--- config.mk ---
export PLATFORM = sky130hd
export DESIGN_NAME = moore_seq_det
export DESIGN_NICKNAME = d
export VERILOG_FILES = /design/src/rtl/moore_seq_pkg.sv /design/src/rtl/moore_seq_det_cnt.sv /design/src/rtl/moore_seq_det.sv
export SDC_FILE = /design/constraint.sdc
export NUM_CORES = 1
export LEC_CHECK = 0
export ABC_AREA = 1
export BUFFER_PORTS_ARGS = -buffer_cell sky130_fd_sc_hd__buf_2
export CORE_MARGIN = 1.5
export CORE_UTILIZATION = 30
export DETAILED_ROUTE_END_ITERATION = 16
export PLACE_DENSITY = 0.52
export REMOVE_ABC_BUFFERS = 1
export SYNTH_ARGS = -nofsm -noshare
export SYNTH_HDL_FRONTEND = slang
export SYNTH_SLANG_ARGS = --single-unit
--- constraint.sdc ---
create_clock -name clk -period 2.12 [get_ports clk]
set_input_delay 0 -clock clk [delete_from_list [all_inputs] [get_ports clk]]
set_output_delay 0 -clock clk [all_outputs]
set_load 0.02 [all_outputs]
--- src/rtl/moore_seq_pkg.sv ---
// Shared types and helpers for the parametrised Moore sequence detector.
// The prefix-match function is the combinational core of the next-state logic.
package moore_seq_pkg;

    localparam int MAX_PATTERN_LEN = 16;
    localparam logic [3:0] DEFAULT_PATTERN = 4'b1101;

    // Wide enough for any supported PATTERN_LEN (state 0..16).
    typedef logic [$clog2(MAX_PATTERN_LEN+1)-1:0] state_t;

    // Longest k (<= len, <= max_k) such that the last k bits of {history, bit_in}
    // equal the first k bits of pattern. max_k stops stale history bits (after
    // reset, reload or a non-overlapping restart) from producing a false match.
    function automatic state_t prefix_match_len(
        input logic [MAX_PATTERN_LEN-2:0] history,
        input logic                       bit_in,
        input logic [MAX_PATTERN_LEN-1:0] pattern,
        input int                         len,
        input int                         max_k
    );
        logic [MAX_PATTERN_LEN-1:0] seq;
        logic [MAX_PATTERN_LEN-1:0] mask;
        logic [MAX_PATTERN_LEN-1:0] prefix;
        state_t                     best;
        best = '0;
        seq  = {history, bit_in};
        for (int k = 1; k <= MAX_PATTERN_LEN; k++) begin
            if (k <= len && k <= max_k) begin
                mask   = (MAX_PATTERN_LEN'(1) << k) - MAX_PATTERN_LEN'(1);
                prefix = (pattern >> (len - k)) & mask;
                if ((seq & mask) == prefix) begin
                    best = state_t'(k);
                end
            end
        end
        return best;
    endfunction

endpackage

--- src/rtl/moore_seq_det_cnt.sv ---
// Saturating match counter with synchronous clear (clear wins over increment).
// Only instantiated when MOORE_SEQ_CNT_EN is defined.
module moore_seq_det_cnt #(
    parameter int CNT_W = 8
) (
    input  logic             clk,
    input  logic             n_rst,
    input  logic             clr,
    input  logic             inc,
    output logic [CNT_W-1:0] count
);

    always_ff @(posedge clk or negedge n_rst) begin
        if (!n_rst) begin
            count <= '0;
        end else if (clr) begin
            count <= '0;
        end else if (inc && (count != '1)) begin
            count <= count + CNT_W'(1);
        end
    end

endmodule

--- src/rtl/moore_seq_det.sv ---
// Parametrised Moore serial sequence detector with runtime-loadable pattern.
// Optional saturating match counter enabled by the MOORE_SEQ_CNT_EN macro.
//
// state        | meaning
// 0            | no prefix of the pattern seen
// k (1..LEN-1) | last k accepted bits equal the first k pattern bits
// LEN          | MATCH, o = 1
module moore_seq_det
    import moore_seq_pkg::*;
#(
    parameter int                     PATTERN_LEN   = 4,
    parameter logic [PATTERN_LEN-1:0] RESET_PATTERN = PATTERN_LEN'(DEFAULT_PATTERN),
    parameter int                     CNT_W         = 8
) (
    input  logic                   clk,
    input  logic                   n_rst,
    input  logic                   i,
    input  logic                   i_valid,
    input  logic                   overlap,
    input  logic                   pat_load,
    input  logic [PATTERN_LEN-1:0] pat_in,
    output logic                   o
`ifdef MOORE_SEQ_CNT_EN
   ,output logic [CNT_W-1:0]       match_count,
    input  logic                   count_clr
`endif
);

    localparam state_t ST_MATCH = state_t'(PATTERN_LEN);

    if (PATTERN_LEN < 2 || PATTERN_LEN > MAX_PATTERN_LEN || CNT_W < 1) begin : g_bad_param
        $error("moore_seq_det: PATTERN_LEN must be 2..16 and CNT_W >= 1");
    end

    state_t                   state, state_next;
    logic [PATTERN_LEN-2:0]   history, history_next;
    logic [PATTERN_LEN-1:0]   pattern, pattern_next;
    logic [PATTERN_LEN-1:0]   hist_shift;
    logic                     o_next;
    int                       max_k;

    always_ff @(posedge clk or negedge n_rst) begin
        if (!n_rst) begin
            state   <= '0;
            history <= '0;
            pattern <= RESET_PATTERN;
            o       <= 1'b0;
        end else begin
            state   <= state_next;
            history <= history_next;
            pattern <= pattern_next;
            o       <= o_next;
        end
    end

    always_comb begin
        state_next   = state;
        history_next = history;
        pattern_next = pattern;
        hist_shift   = {history, i};
        // Non-overlapping restart after MATCH: only the new bit can count.
        if (!overlap && (state == ST_MATCH)) begin
            max_k = 1;
        end else begin
            max_k = int'(state) + 1;
        end
        if (pat_load) begin
            pattern_next = pat_in;
            state_next   = '0;
            history_next = '0;
        end else if (i_valid) begin
            state_next   = prefix_match_len((MAX_PATTERN_LEN-1)'(history), i,
                                            MAX_PATTERN_LEN'(pattern), PATTERN_LEN, max_k);
            history_next = hist_shift[PATTERN_LEN-2:0];
        end
        o_next = (state_next == ST_MATCH);
    end

`ifdef MOORE_SEQ_CNT_EN
    logic match_inc;
    assign match_inc = i_valid && !pat_load && (state_next == ST_MATCH);

    moore_seq_det_cnt #(
        .CNT_W (CNT_W)
    ) u_cnt (
        .clk   (clk),
        .n_rst (n_rst),
        .clr   (count_clr),
        .inc   (match_inc),
        .count (match_count)
    );
`endif

endmodule

Word-level counts from Yosys, hierarchy flattened --
Index checks and enable logic that the tools add are counted.
Word-level totals: flip-flop bits (word level) 13, input port bits 10, output and inout bits 1
Cells by class: $add $sub $neg 1, magnitude comparators 4, eq/ne operators 6, mux-type cells 13, reductions and logical operators 3
Operators by type and width (number):
- $le A3 B32 Y1 const A | 2
- $mux W5 | 9
- $le A2 B32 Y1 const A | 1
- $le A4 B32 Y1 const A | 1
- $mux W32 | 1
- $eq A5 B3 Y1 const B | 2
- $add A5 B1 Y6 const B | 1
- $mux W3 | 2
- $eq A4 B4 Y1 | 1
- $eq A3 B3 Y1 | 1
- $eq A2 B2 Y1 | 1
- $reduce_bool A2 Y1 | 1
- $eq A1 B1 Y1 | 1
- $logic_and A1 B1 Y1 | 1
- $logic_not A1 Y1 | 1
- $mux W1 | 1

Depth between registers and ports, before layout --
word-level depth 14, depth in mapped cells 13, depth with buffers taken out 12

Least setup slack after synthesis --
OpenSTA, ideal clock, no wires.
kind register to register, start point register state[0], end point register o, arrival 1.423 ns, path slack 0.581 ns, cell stages (with the launch flop) 12, clock period less this slack 1.539 ns, path through dfrtp_1 -> ha_1 -> xnor2_1 -> nand2_1 -> nand2_2 -> nand2_2 -> nand2_1 -> nand2_2 -> nor2_1 -> nand2_1 -> nand3_1 -> nor2_1
Between the ends: word-level cells in the longest chain between the ends 14
Ends and longest elaborated chain:
- start: declaration | RTL line moore_seq_det.sv:35 | state_t state, state_next;
- start signal: assignment | RTL line moore_seq_det.sv:49 | state <= state_next;
- branches (longest 11 deep; another with $le A2 B32 Y1)
- $mux W5 * | RTL line moore_seq_det.sv:71 | end else if (i_valid) begin
- $mux W5 * | RTL line moore_seq_det.sv:67 | if (pat_load) begin
- $eq A5 B3 Y1 * | RTL line moore_seq_det.sv:76 | o_next = (state_next == ST_MATCH);
- named net o_next | RTL line moore_seq_det.sv:39 | logic o_next;
- end signal: assignment | RTL line moore_seq_det.sv:52 | o <= o_next;
- end: declaration | RTL line moore_seq_det.sv:22 | output logic o
Mark *: on every way through the listed nets, which the timed path passes. A chain may end at the register's enable or synchronous reset.

Final worst setup path --
Ends and elaborated chain as after synthesis.

==> run summary <==
Setup repair after global routing left no endpoint under its margin. The count of input and output buffers is 10. The leakage dissipation is about 0.5 nW. The average size of a mapped cell is 7.723 um2. After detailed routing, the number of remaining DRC violations is 0. The H-tree depth is 1. The number of antenna violations at the first check in global routing came out at 0. CTS placed an instance of sky130_fd_sc_hd__clkbuf_4 at the clock tree root.

The utilization after layout is 0.3698. The sequential area share after synthesis is 0.3873. On the critical path, the stage with the largest delay is an instance of sky130_fd_sc_hd__dfrtp_1. The number of gates on the worst path with buffers counted came out at 12. The most numerous cell type found on the critical path is sky130_fd_sc_hd__nand2_1. The required time reported for the critical path endpoint is approximately 2.3 ns. The capturing element type of the critical path is a flop. The path class of the tightest hold or removal check is in -> reg. The critical path in this run is classified as reg -> reg.

TritonCTS built the clock tree. Measured in cells, the most critical reg-to-reg path has a length of 12. The number of ports placed on the die boundary is 11.

For this configuration, the core starts out at a cell density of 0.3135. The total global routing track utilization is 0.1280. The placer's final routability congestion estimate came out at between 0.7 and 0.8. The via count came out at between 700 and 800. In this run the power density over the cells is about 560 mW/mm2. The finished cells cover 0.001002 mm2. The post-route worst hold slack came out at between 0.01 and 0.015 ns. The count of endpoints failing setup in the final report came out at 0. After floorplanning, the core was sized to cover between 0.002 and 0.003 mm2. The worst-case setup margin in the final layout came out at 0.4164 ns. The ratio of cells with drive above 1 in the final layout came out at 0.2441.

The total count of hold-check failures in the final report came out at 0. The buffer levels on the longest clock path came out at 2. The top cell types in the final layout, fill and taps aside, are sky130_fd_sc_hd__nand2_1 (32), sky130_fd_sc_hd__nor2_1 (11), sky130_fd_sc_hd__dfrtp_1 (10), sky130_fd_sc_hd__buf_2 (10). The aggregate global routing overflow is 0. The total detailed-routing wirelength is ~1700 um. Max-cap violations in this run came to 0. Traced cell by cell, the critical path runs through ha_1 > nand3_2 > nand2_1 > nand2_1 > nor2_2 > nand2_2 > nand2_1 > nand2_2 > nor2_1 > nand2_1 > nand3_1 > nor2_1. Once detail routing completed, the nets flagged for antenna violations numbered 0. Post-CTS repair changed the size of 0 cells. The number of setup buffers added after CTS is 0.

Compared with the post-synthesis result, the final layout area differs by 17.97%. The placed instance area came out at just over 900 um2. The max-slew violation total from the final report came out at 0. The cts-stage hold buffer count came out at 7.

The total CTS buffers came out at 3. At the worst endpoint, the arrival time is approximately 1.9 ns. The mean number of vias per cell came out at between 4 and 5.

The maximum frequency from static timing analysis came out at 587.0 MHz. The final setup TNS came out at 0 ns. The die width is approximately 56 um. The type of origin of the critical path is a flop. The smallest clock period supported by the final layout is computed as approximately 1.7 ns.

The post-synth design cell area is roughly 850 um2. The later pin in the worst-skew pair is clocked with a latency of ~0.28 ns. The floorplan has 19 rows.

The maximum number of pins on one net before global-route repair came out at 14. The count of inserted antenna diode cells came out at 0. The worst clock skew on the final layout came out at ~0.0020 ns. The synthesized design spends more area on one cell type than any other, namely sky130_fd_sc_hd__dfrtp_1. The worst voltage drop across the vdd grid is a little under 0.3 mV.

Yosys printed 0 warnings. The run finished with clean final reports. The peak fanout along the critical path came out at 7. The area of the die is 0.003160 mm2. CTS saw 13 sinks. The unique cell type count in the Yosys netlist is 24.

At the end of the flow, the number of nets in the layout was 140. The via count of the first global-routing pass is around 780. The pre-CTS worst setup slack came out at about 0.43 ns. The period utilization is 0.8036. The number of cells traversed by the worst hold path is 2. The number of iterations in the first detailed-routing pass is 4. The first global-routing pass estimated just over 3000 um of wire. The die height came out at 56.22 um. By area the synthesized netlist is led by sky130_fd_sc_hd__dfrtp_1 (29%), sky130_fd_sc_hd__nand2_1 (14%), sky130_fd_sc_hd__dfstp_2 (9.3%).

Headroom to the max-slew limit came out at 0.7616. The delay of the slowest cell on the worst path came out at around 0.47 ns. The per-cell routed wire length is 10.86 um. On the critical path the largest part of the delay comes from simple AND/OR/NAND/NOR gates. The most common cell after layout, fill and taps aside is sky130_fd_sc_hd__nand2_1.

The critical path buffer and inverter count is 0. The initial DRC count came out at 19. The number of register bits inferred by synthesis came out at 13. The actual slew at the worst max-slew pin came out at 0.3563 ns. The half-perimeter wire length after detailed placement is 1259 um.

Counting every instance in the synthesized netlist gives 110. Clock-pin slew was measured on the worst setup and hold paths at approximately 0.08 ns. The area share of the largest cell type after synthesis is 0.2946.
==> flip-flops by register name, indices dropped and copies added (netlist names) <==
register / count
state: 5
pattern: 4
history: 3
o: 1
==> per-stage QoR <==
stage	std cells	power [W]
global route	158	0.0006001
CTS	158	0.0005678
global placement	147	0.0003970
finish	158	0.0005618
detailed placement	147	0.0003998
floorplan	106	0.0003623
==> logic make-up after synthesis <==
| logic type | share of synthesized area |
|---|---|
| AO/OA/AOI/OAI | 0.03682 |
| buffers and inverters | 0.08247 |
| adder cells (fa/ha/maj) | 0.02945 |
| flip-flops | 0.3873 |
| AND/OR/NAND/NOR | 0.3608 |
| XOR/XNOR | 0.1031 |
==> path summary, 6_finish.rpt <==
kind	start	to	slack [ns]
worst max-delay path	state[0]	o	0.42
min in group asynchronous	n_rst	state[3]	0.13
worst min register to register	pattern[0]	pattern[0]	0.49
worst min-delay path	pat_load	pattern[3]	0.01
worst max register to register	state[0]	o	0.42
max in group asynchronous	n_rst	pattern[3]	1.70
==> power breakdown <==
part           internal (W)  switching (W)
clock             0.0000731      0.0000840
combinational     0.0000521      0.0000640
sequential         0.000267      0.0000220
==> layout make-up <==
cell class	count	area, um2
timing repair buffer	17	120.1
tap	31	38.79
clock buffer	4	26.28
fill	283	1708
multi-input combinational	83	450.4
sequential	13	329.1
inverter	10	37.54
==> synthesized netlist by cell type <==
cell type	instances
sky130_fd_sc_hd__nand2_1	32
sky130_fd_sc_hd__nor2_1	11
sky130_fd_sc_hd__dfrtp_1	10
sky130_fd_sc_hd__inv_1	7
sky130_fd_sc_hd__nand3_1	7
sky130_fd_sc_hd__xor2_1	6
sky130_fd_sc_hd__nand2_2	5
sky130_fd_sc_hd__xnor2_1	4
sky130_fd_sc_hd__dfstp_2	3
sky130_fd_sc_hd__inv_2	3
sky130_fd_sc_hd__nor2_2	3
sky130_fd_sc_hd__nor3_1	3
sky130_fd_sc_hd__buf_6	2
sky130_fd_sc_hd__ha_1	2
sky130_fd_sc_hd__nand4_1	2
sky130_fd_sc_hd__o21ai_0	2
sky130_fd_sc_hd__a21oi_1	1
sky130_fd_sc_hd__buf_2	1
sky130_fd_sc_hd__clkbuf_2	1
sky130_fd_sc_hd__nand3_2	1
sky130_fd_sc_hd__nand4_2	1
sky130_fd_sc_hd__nor3_2	1
sky130_fd_sc_hd__o21ai_2	1
sky130_fd_sc_hd__o31ai_1	1
==> worst register-to-register path: stages (launching register included) <==
cell and delay [ns]:
sky130_fd_sc_hd__dfrtp_1 0.47, sky130_fd_sc_hd__ha_1 0.26, sky130_fd_sc_hd__nand3_2 0.07, sky130_fd_sc_hd__nand2_1 0.06, sky130_fd_sc_hd__nand2_1 0.06, sky130_fd_sc_hd__nor2_2 0.14
sky130_fd_sc_hd__nand2_2 0.08, sky130_fd_sc_hd__nand2_1 0.07, sky130_fd_sc_hd__nand2_2 0.06, sky130_fd_sc_hd__nor2_1 0.11, sky130_fd_sc_hd__nand2_1 0.09, sky130_fd_sc_hd__nand3_1 0.07
sky130_fd_sc_hd__nor2_1 0.05
==> per-layer routing <==
layer | track usage | wire length, um | up-vias
met1 | 0.1426 | 773 | 348
met3 | 0.02791 | 63 | 7
met5 | 0 | 0 | -
met2 | 0.2118 | 810 | 12
met4 | 0.09524 | 69 | 0
li1 | - | - | 378
No activity file was read; power rests on OpenSTA's default activity.
